--- src/rtl/registrador_de_flags.sv ---
// ============================================================================
// Module  : registrador_de_flags
// Brief   : ALU flag register with sticky overflow and a 4-phase overflow trap
//           handshake towards the control unit. Optional macro:
//           OVERFLOW_COUNTER_EN adds a saturating accepted-overflow counter.
// Revision: 1.0 - initial release
// ============================================================================
`default_nettype none

module registrador_de_flags #(
    parameter int DATA_WIDTH = 32,
    parameter int PC_WIDTH   = 32
) (
    input  logic                  Clock,
    input  logic                  Reset,
    input  logic                  Alu_Valid,
    input  logic [DATA_WIDTH-1:0] Result,
    input  logic                  Carry_Out,
    input  logic                  Overflow,
    input  logic [PC_WIDTH-1:0]   Pc_In,
    input  logic                  Trap_Enable,
    input  logic                  Flag_Clear,
    input  logic                  Exception_Ack,
    output logic [3:0]            Flags,
    output logic                  Sticky_Overflow,
    output logic                  Exception_Req,
    output logic [PC_WIDTH-1:0]   Epc,
    output logic                  Busy
`ifdef OVERFLOW_COUNTER_EN
    ,
    output logic [7:0]            Overflow_Count
`endif
);

    typedef enum logic [1:0] {
        IDLE     = 2'd0,
        REQ      = 2'd1,
        WAIT_LOW = 2'd2
    } state_t;

    state_t                state_q, state_d;
    logic [3:0]            flags_q, flags_d;
    logic                  sticky_q, sticky_d;
    logic                  req_q, req_d;
    logic [PC_WIDTH-1:0]   epc_q, epc_d;

    logic                  w_accept;
    logic [3:0]            w_new_flags;

    assign w_accept    = Alu_Valid && (state_q == IDLE);
    assign w_new_flags = {Result[DATA_WIDTH-1], (Result == '0), Carry_Out, Overflow};

    always_ff @(posedge Clock) begin
        if (Reset) begin
            state_q  <= IDLE;
            flags_q  <= 4'd0;
            sticky_q <= 1'b0;
            req_q    <= 1'b0;
            epc_q    <= '0;
        end else begin
            state_q  <= state_d;
            flags_q  <= flags_d;
            sticky_q <= sticky_d;
            req_q    <= req_d;
            epc_q    <= epc_d;
        end
    end

    always_comb begin
        state_d  = state_q;
        flags_d  = flags_q;
        sticky_d = sticky_q;
        req_d    = req_q;
        epc_d    = epc_q;

        // Flags move only in IDLE; a new operation takes priority over a clear.
        if (w_accept) begin
            flags_d = w_new_flags;
        end else if (Flag_Clear && (state_q == IDLE)) begin
            flags_d = 4'd0;
        end

        if (w_accept && Overflow) begin
            sticky_d = 1'b1;
        end else if (Flag_Clear) begin
            sticky_d = 1'b0;
        end

        case (state_q)
            IDLE: begin
                if (w_accept && Overflow && Trap_Enable) begin
                    state_d = REQ;
                    req_d   = 1'b1;
                    epc_d   = Pc_In;
                end
            end
            REQ: begin
                if (Exception_Ack) begin
                    state_d = WAIT_LOW;
                    req_d   = 1'b0;
                end
            end
            WAIT_LOW: begin
                if (!Exception_Ack) begin
                    state_d = IDLE;
                end
            end
            default: begin
                state_d = IDLE;
                req_d   = 1'b0;
            end
        endcase
    end

    assign Flags           = flags_q;
    assign Sticky_Overflow = sticky_q;
    assign Exception_Req   = req_q;
    assign Epc             = epc_q;
    assign Busy            = (state_q != IDLE);

`ifdef OVERFLOW_COUNTER_EN
    logic [7:0] count_q, count_d;

    always_comb begin
        count_d = count_q;
        // An increment coinciding with a clear restarts the count at one.
        if (w_accept && Overflow) begin
            if (Flag_Clear) begin
                count_d = 8'd1;
            end else if (count_q != 8'hFF) begin
                count_d = count_q + 8'd1;
            end
        end else if (Flag_Clear) begin
            count_d = 8'd0;
        end
    end

    always_ff @(posedge Clock) begin
        if (Reset) begin
            count_q <= 8'd0;
        end else begin
            count_q <= count_d;
        end
    end

    assign Overflow_Count = count_q;
`endif

endmodule

`default_nettype wire
--- config.mk ---
export PLATFORM = sky130hd
export DESIGN_NAME = registrador_de_flags
export DESIGN_NICKNAME = d
export VERILOG_FILES = /design/src/rtl/registrador_de_flags.sv
export SDC_FILE = /design/constraint.sdc
export NUM_CORES = 1
export LEC_CHECK = 0
export CAP_MARGIN = 20
export CORE_MARGIN = 2
export CORE_UTILIZATION = 36
export DETAILED_ROUTE_END_ITERATION = 7
export PLACE_DENSITY = 0.91
export SETUP_SLACK_MARGIN = 0.5
export SYNTH_ARGS = -nofsm -noshare
export SYNTH_HDL_FRONTEND = slang
export SYNTH_SLANG_ARGS = --single-unit
--- constraint.sdc ---
create_clock -name Clock -period 1.4 [get_ports Clock]
set_clock_uncertainty 0.05 [all_clocks]
set_input_delay 0.28 -clock Clock [delete_from_list [all_inputs] [get_ports Clock]]
set_output_delay 0.28 -clock Clock [all_outputs]
set_load 0.02 [all_outputs]
Word-level counts from Yosys, hierarchy flattened
Cells that the tools add are included.
{ "totals": {"register_bits": 40, "in_bits": 72, "out_inout_bits": 39, "word_cells": 34} }
{ "op_classes": {"n_eq_ne": 5, "mux": 11, "bitwise_logic": 1, "n_reduce_logical": 12} }
{ "ops": {"columns": ["cell", "n"], "rows": [
  ["$logic_not A32 Y1", 1],
  ["$mux W4", 2],
  ["$mux W2", 3],
  ["$pmux W2 S3", 1],
  ["$reduce_and A3 Y1", 2],
  ["$reduce_bool A2 Y1", 3],
  ["$logic_and A1 B1 Y1", 4],
  ["$mux W1", 4],
  ["$ne A2 B2 Y1 const B", 2],
  ["$pmux W1 S3", 1],
  ["$eq A2 B1 Y1 const B", 1],
  ["$eq A2 B2 Y1 const B", 1],
  ["$logic_not A2 Y1", 1],
  ["$ne A2 B1 Y1 const B", 1],
  ["$reduce_and A2 Y1", 1],
  ["$not A1 Y1", 1]
]} }

Longest topological paths before layout
{ "depth": {"word_depth": 6, "ltp_mapped": 5, "depth_no_buf": 3} }

Worst setup path before layout
OpenSTA, ideal clock, no wires.
{ "synth_path": {"path_kind": "reg2reg", "start": "register state_q[1]", "end": "register flags_q[2] (netlist: Flags[2])", "setup_ns": 0.125, "arrival_time_ns": 1.099, "t_required_ns": 1.225, "path_slack_ns": 0.126, "stages_incl_launch_ff": 5, "n_path_buf": 1, "period_less_slack_ns": 1.274, "path_cell_list": "dfxtp_1 or2_2 clkbuf_1 o211ai_1 o31ai_1"} }
{ "synth_between": {"elab_chain_cells": 3, "word_cells_on_any_way": 5, "cone_classes": "mux: 1; reduce/logical: 4"} }
{ "synth_lines": {"columns": ["element", "line", "source"], "rows": [
  ["start, declared", "41", "state_t state_q, state_d;"],
  ["start signal, assigned", "61", "state_q <= state_d;"],
  ["$logic_not A2 Y1 *", "50, 79", null],
  ["$logic_and A1 B1 Y1 (on tied branches)", "50, 79", null],
  ["$mux W4 or $reduce_bool A2 Y1 (tied branches)", null, null],
  ["end signal, assigned", "62", "flags_q <= flags_d;"],
  ["end, declared", "42", "logic [3:0] flags_q, flags_d;"]
]} }
Mark *: on every way between the ends. The rest lies on a longest branch, timed or not.
A chain may end at the register's enable or synchronous reset.

Worst setup path in the final report
{ "layout_path": {"start": "register state_q[1]", "end": "register epc_q[30] (netlist: Epc[30])"} }
{ "layout_between": {"elab_chain_cells": 5} }
{ "layout_lines": {"columns": ["element", "line", "source"], "rows": [
  ["$logic_not A2 Y1 *", "50, 89", null],
  ["$logic_and A1 B1 Y1", "50", "assign w_accept = Alu_Valid && (state_q == IDLE);"],
  ["$logic_and A1 B1 Y1 (2 in a row)", "91", "if (w_accept && Overflow && Trap_Enable) begin"],
  ["$reduce_and A2 Y1 (no line) *", null, null],
  ["end signal, assigned", "65", "epc_q <= epc_d;"],
  ["end, declared", "45", "logic [PC_WIDTH-1:0] epc_q, epc_d;"]
]} }
Marked as above.

==> impl_metrics.env <==
export IMPL_portBuffers=110
export IMPL_grt_max_degree=26
export IMPL_r2r_slack_ns=0.04
export IMPL_pin_count=111
export IMPL_rsz0062_at_grt="yes"
export IMPL_r2r_end="Epc[30]"
export IMPL_first_global_vias=1874
export IMPL_synth_ff_type="dfxtp_1"
export IMPL_arrival_ns=1.52
export IMPL_seqCellArea_um2=851
export IMPL_syn_area_um2=1750
export IMPL_clockBufferDepth=2
export IMPL_cp_max_fo=17
export IMPL_cpPeakStageDelay_ns=0.40
export IMPL_track_usage_pct=20.9
export IMPL_start_util_pct=37.2
export IMPL_worst_r2r_cell_count=5
export IMPL_end_kind="flip-flop"
export IMPL_die_area_um2=5420
export IMPL_routed_wl_mm=5.97
export IMPL_min_period_ns=1.36
export IMPL_multi_input_comb_area_um2=891
export IMPL_synth_top_cell_by_area="dfxtp_1"
export IMPL_synth_edf_count=0
export IMPL_p_leak_nw=1.27
export IMPL_maxCapViolCount=0
export IMPL_placementRows=25
export IMPL_ant_nets=0
export IMPL_syn_nets=267
export IMPL_placeableCoreArea_um2=4690
export IMPL_drive_gt1_share_pct=45.6
export IMPL_die_y_um=73.6
export IMPL_cp_num_buf_inv=2
export IMPL_grt_ovfl_total=0
export IMPL_vias=1983
export IMPL_synth_distinct_cells=30
export IMPL_cp_cell_sequence="buf_6, and4bb_4, buf_12, nand3_1, a21oi_1"
export IMPL_htree_levels=2
export IMPL_setup_tns_ns=0
export IMPL_tritoncts="done"
export IMPL_diodes=0
export IMPL_hp_start="Result[26]"
export IMPL_hold_viol=0
export IMPL_worst_slew_margin_rel_pct=75.1
export IMPL_async_flop_share_pct=0
export IMPL_synth_top_area_share_pct=45.9
export IMPL_avgSynthCellArea_um2=8.95
export IMPL_nFillCells=324
export IMPL_dp_slack_ns=-0.363
export IMPL_wl_per_cell_um=16.0
export IMPL_fmaxAchievable_mhz=735
export IMPL_crit_required_ns=1.56
export IMPL_finalPower_mw=2.81
export IMPL_antenna_found_initial=0
export IMPL_setup_ws_ns=0.0386
export IMPL_tightest_slew_ns=0.369
export IMPL_drt_first_pass_iters=4
export IMPL_clk_insertion_delay_late_ns=0.29
export IMPL_fin_crit_sh_pct=97.2
export IMPL_netlist_instances=195
export IMPL_numCtsBuffers=5
export IMPL_drt_initial_drc_count=65
export IMPL_num_nets_final=389
export IMPL_min_path_type="in -> reg"
export IMPL_cts_root_buf="clkbuf_8"
export IMPL_drc=0
export IMPL_clk_pin_slew_ns=0.08
export IMPL_hpwl_mm=3.88
export IMPL_cpMaxStageDelayCell="and4bb_4"
export IMPL_die_w_um=73.6
export IMPL_hold_path_depth=4
export IMPL_syn2layout_area_growth_pct=93.8
export IMPL_r2r_start="state_q[1]"
export IMPL_status="completed"
export IMPL_ys_warn_count=0
export IMPL_routed_via_density=5.33
export IMPL_netlist_top_cells_area="dfxtp_1 46%, a21oi_1 10%, o21ai_0 8.9%"
export IMPL_synth_seq_area_share_pct=45.9
export IMPL_crit_type="reg -> reg"
export IMPL_slew_violations=0
export IMPL_worst_ir_drop_vdd_mv=0.763
export IMPL_gp_congestion=0.745
export IMPL_grt_pass1_wl_mm=8.71
export IMPL_cp_start_kind="flip-flop"
export IMPL_final_setup_viol_count=0
export IMPL_min_to="Flags[2]"
export IMPL_synth_seq_cells=40
export IMPL_clock_sinks=40
export IMPL_crit_family="simple AND/OR/NAND/NOR gates"
export IMPL_power_density_nw_per_um2=831
## timing repair
| action | 4_1_cts | 5_1_grt |
|---|---|---|
| endpoints found under the setup margin | 79 | 79 |
| buffers inserted | 1 | 5 |
| hold buffers | 0 | 0 |
| gates cloned | 0 | 1 |
| gates resized for setup | 279 | 43 |
| pin swaps | 3 | 8 |
## kinds of logic after synthesis
group	Yosys count	share of synthesized area, %
xor gates and xnor gates	1	0.502
DFF	40	45.9
buffers and inverters	21	9.61
and+or+nand+nor	57	21.6
AOI/OAI and AO/OA	76	22.4
## cell usage in the layout, fill, tap and decap left out, drive strengths merged, types with 2 or more instances in the layout
master         netlist  layout
clkdlybuf4s50        0      67
buf                 10      62
dfxtp               40      40
a21oi               37      37
o21ai               36      36
nand3               32      32
nor4                 7       7
clkbuf               9       6
nor2                 5       5
nand2                4       4
inv                  2       3
nand4                2       2
dlygate4sd2          0       2
dlymetal6s2s         0       2
## how the worst max path moves through the flow
stage	from	to	depth (start not counted)
floorplan	state_q[1]	Epc[18]	5
detailed placement	Alu_Valid	Epc[21]	5
finish	state_q[1]	Epc[30]	5
CTS	Overflow	Epc[21]	5
global route	state_q[1]	Epc[4]	5
global placement	Alu_Valid	Epc[3]	5
## worst register-to-register path, cell delays in order, from the launching register on
cell and delay (ns):
dfxtp_2 0.33, buf_6 0.11, and4bb_4 0.40, buf_12 0.17
nand3_1 0.09, a21oi_1 0.13
## area by class of cell
type                            instances  area share [%]
Sequential cell                        40            25.1
Clock buffer                            5            2.03
Tap cell                               54            2.00
Clock inverter                          3            1.37
Multi-Input combinational cell        134            26.3
Inverter                                2           0.222
Timing Repair Buffer                  134            42.9
## through the flow
| stage | area [um^2] | hold WS, ns | instances | util [%] |
|---|---|---|---|---|
| 5_1_grt | 3380 | 0.319 | 372 | 72.1 |
| 4_1_cts | 3210 | 0.403 | 366 | 68.4 |
| 6_report | 3380 | 0.311 | 372 | 72.1 |
| 3_5_place_dp | 2970 | 0.416 | 357 | 63.3 |
| 3_3_place_gp | 2970 | 0.406 | 357 | 63.3 |
| 2_1_floorplan | 1780 | 0.358 | 195 | - |
## routing by layer
metal | track usage, % | vias up | share of wire, %
met2 | 37.4 | 94 | 53
met4 | 5.05 | 0 | 1.7
met1 | 23.1 | 929 | 36
met3 | 8.09 | 10 | 9.4
met5 | 0 | - | 0
li1 | - | 950 | -
## registers in the layout, indices dropped and copies added (netlist names)
name             cells
Exception_Req        1
Flags                4
state_q              2
Sticky_Overflow      1
Epc                 32
## cells in the mapped netlist (all sizes together), types with 2 or more instances
master and n:
dfxtp 40, nor4 7, inv 2, nor2 5, nand2 4, nand3 32, nand4 2, buf 10
clkbuf 9, a21oi 37, o21ai 36
## report_power, final
group | total (mW) | switching [mW] | internal (mW)
combinational | 0.645 | 0.271 | 0.374
clock | 0.955 | 0.418 | 0.537
sequential | 1.21 | 0.0273 | 1.18
total | 2.81 | 0.716 | 2.10
No activity file was read; power rests on OpenSTA's default activity.
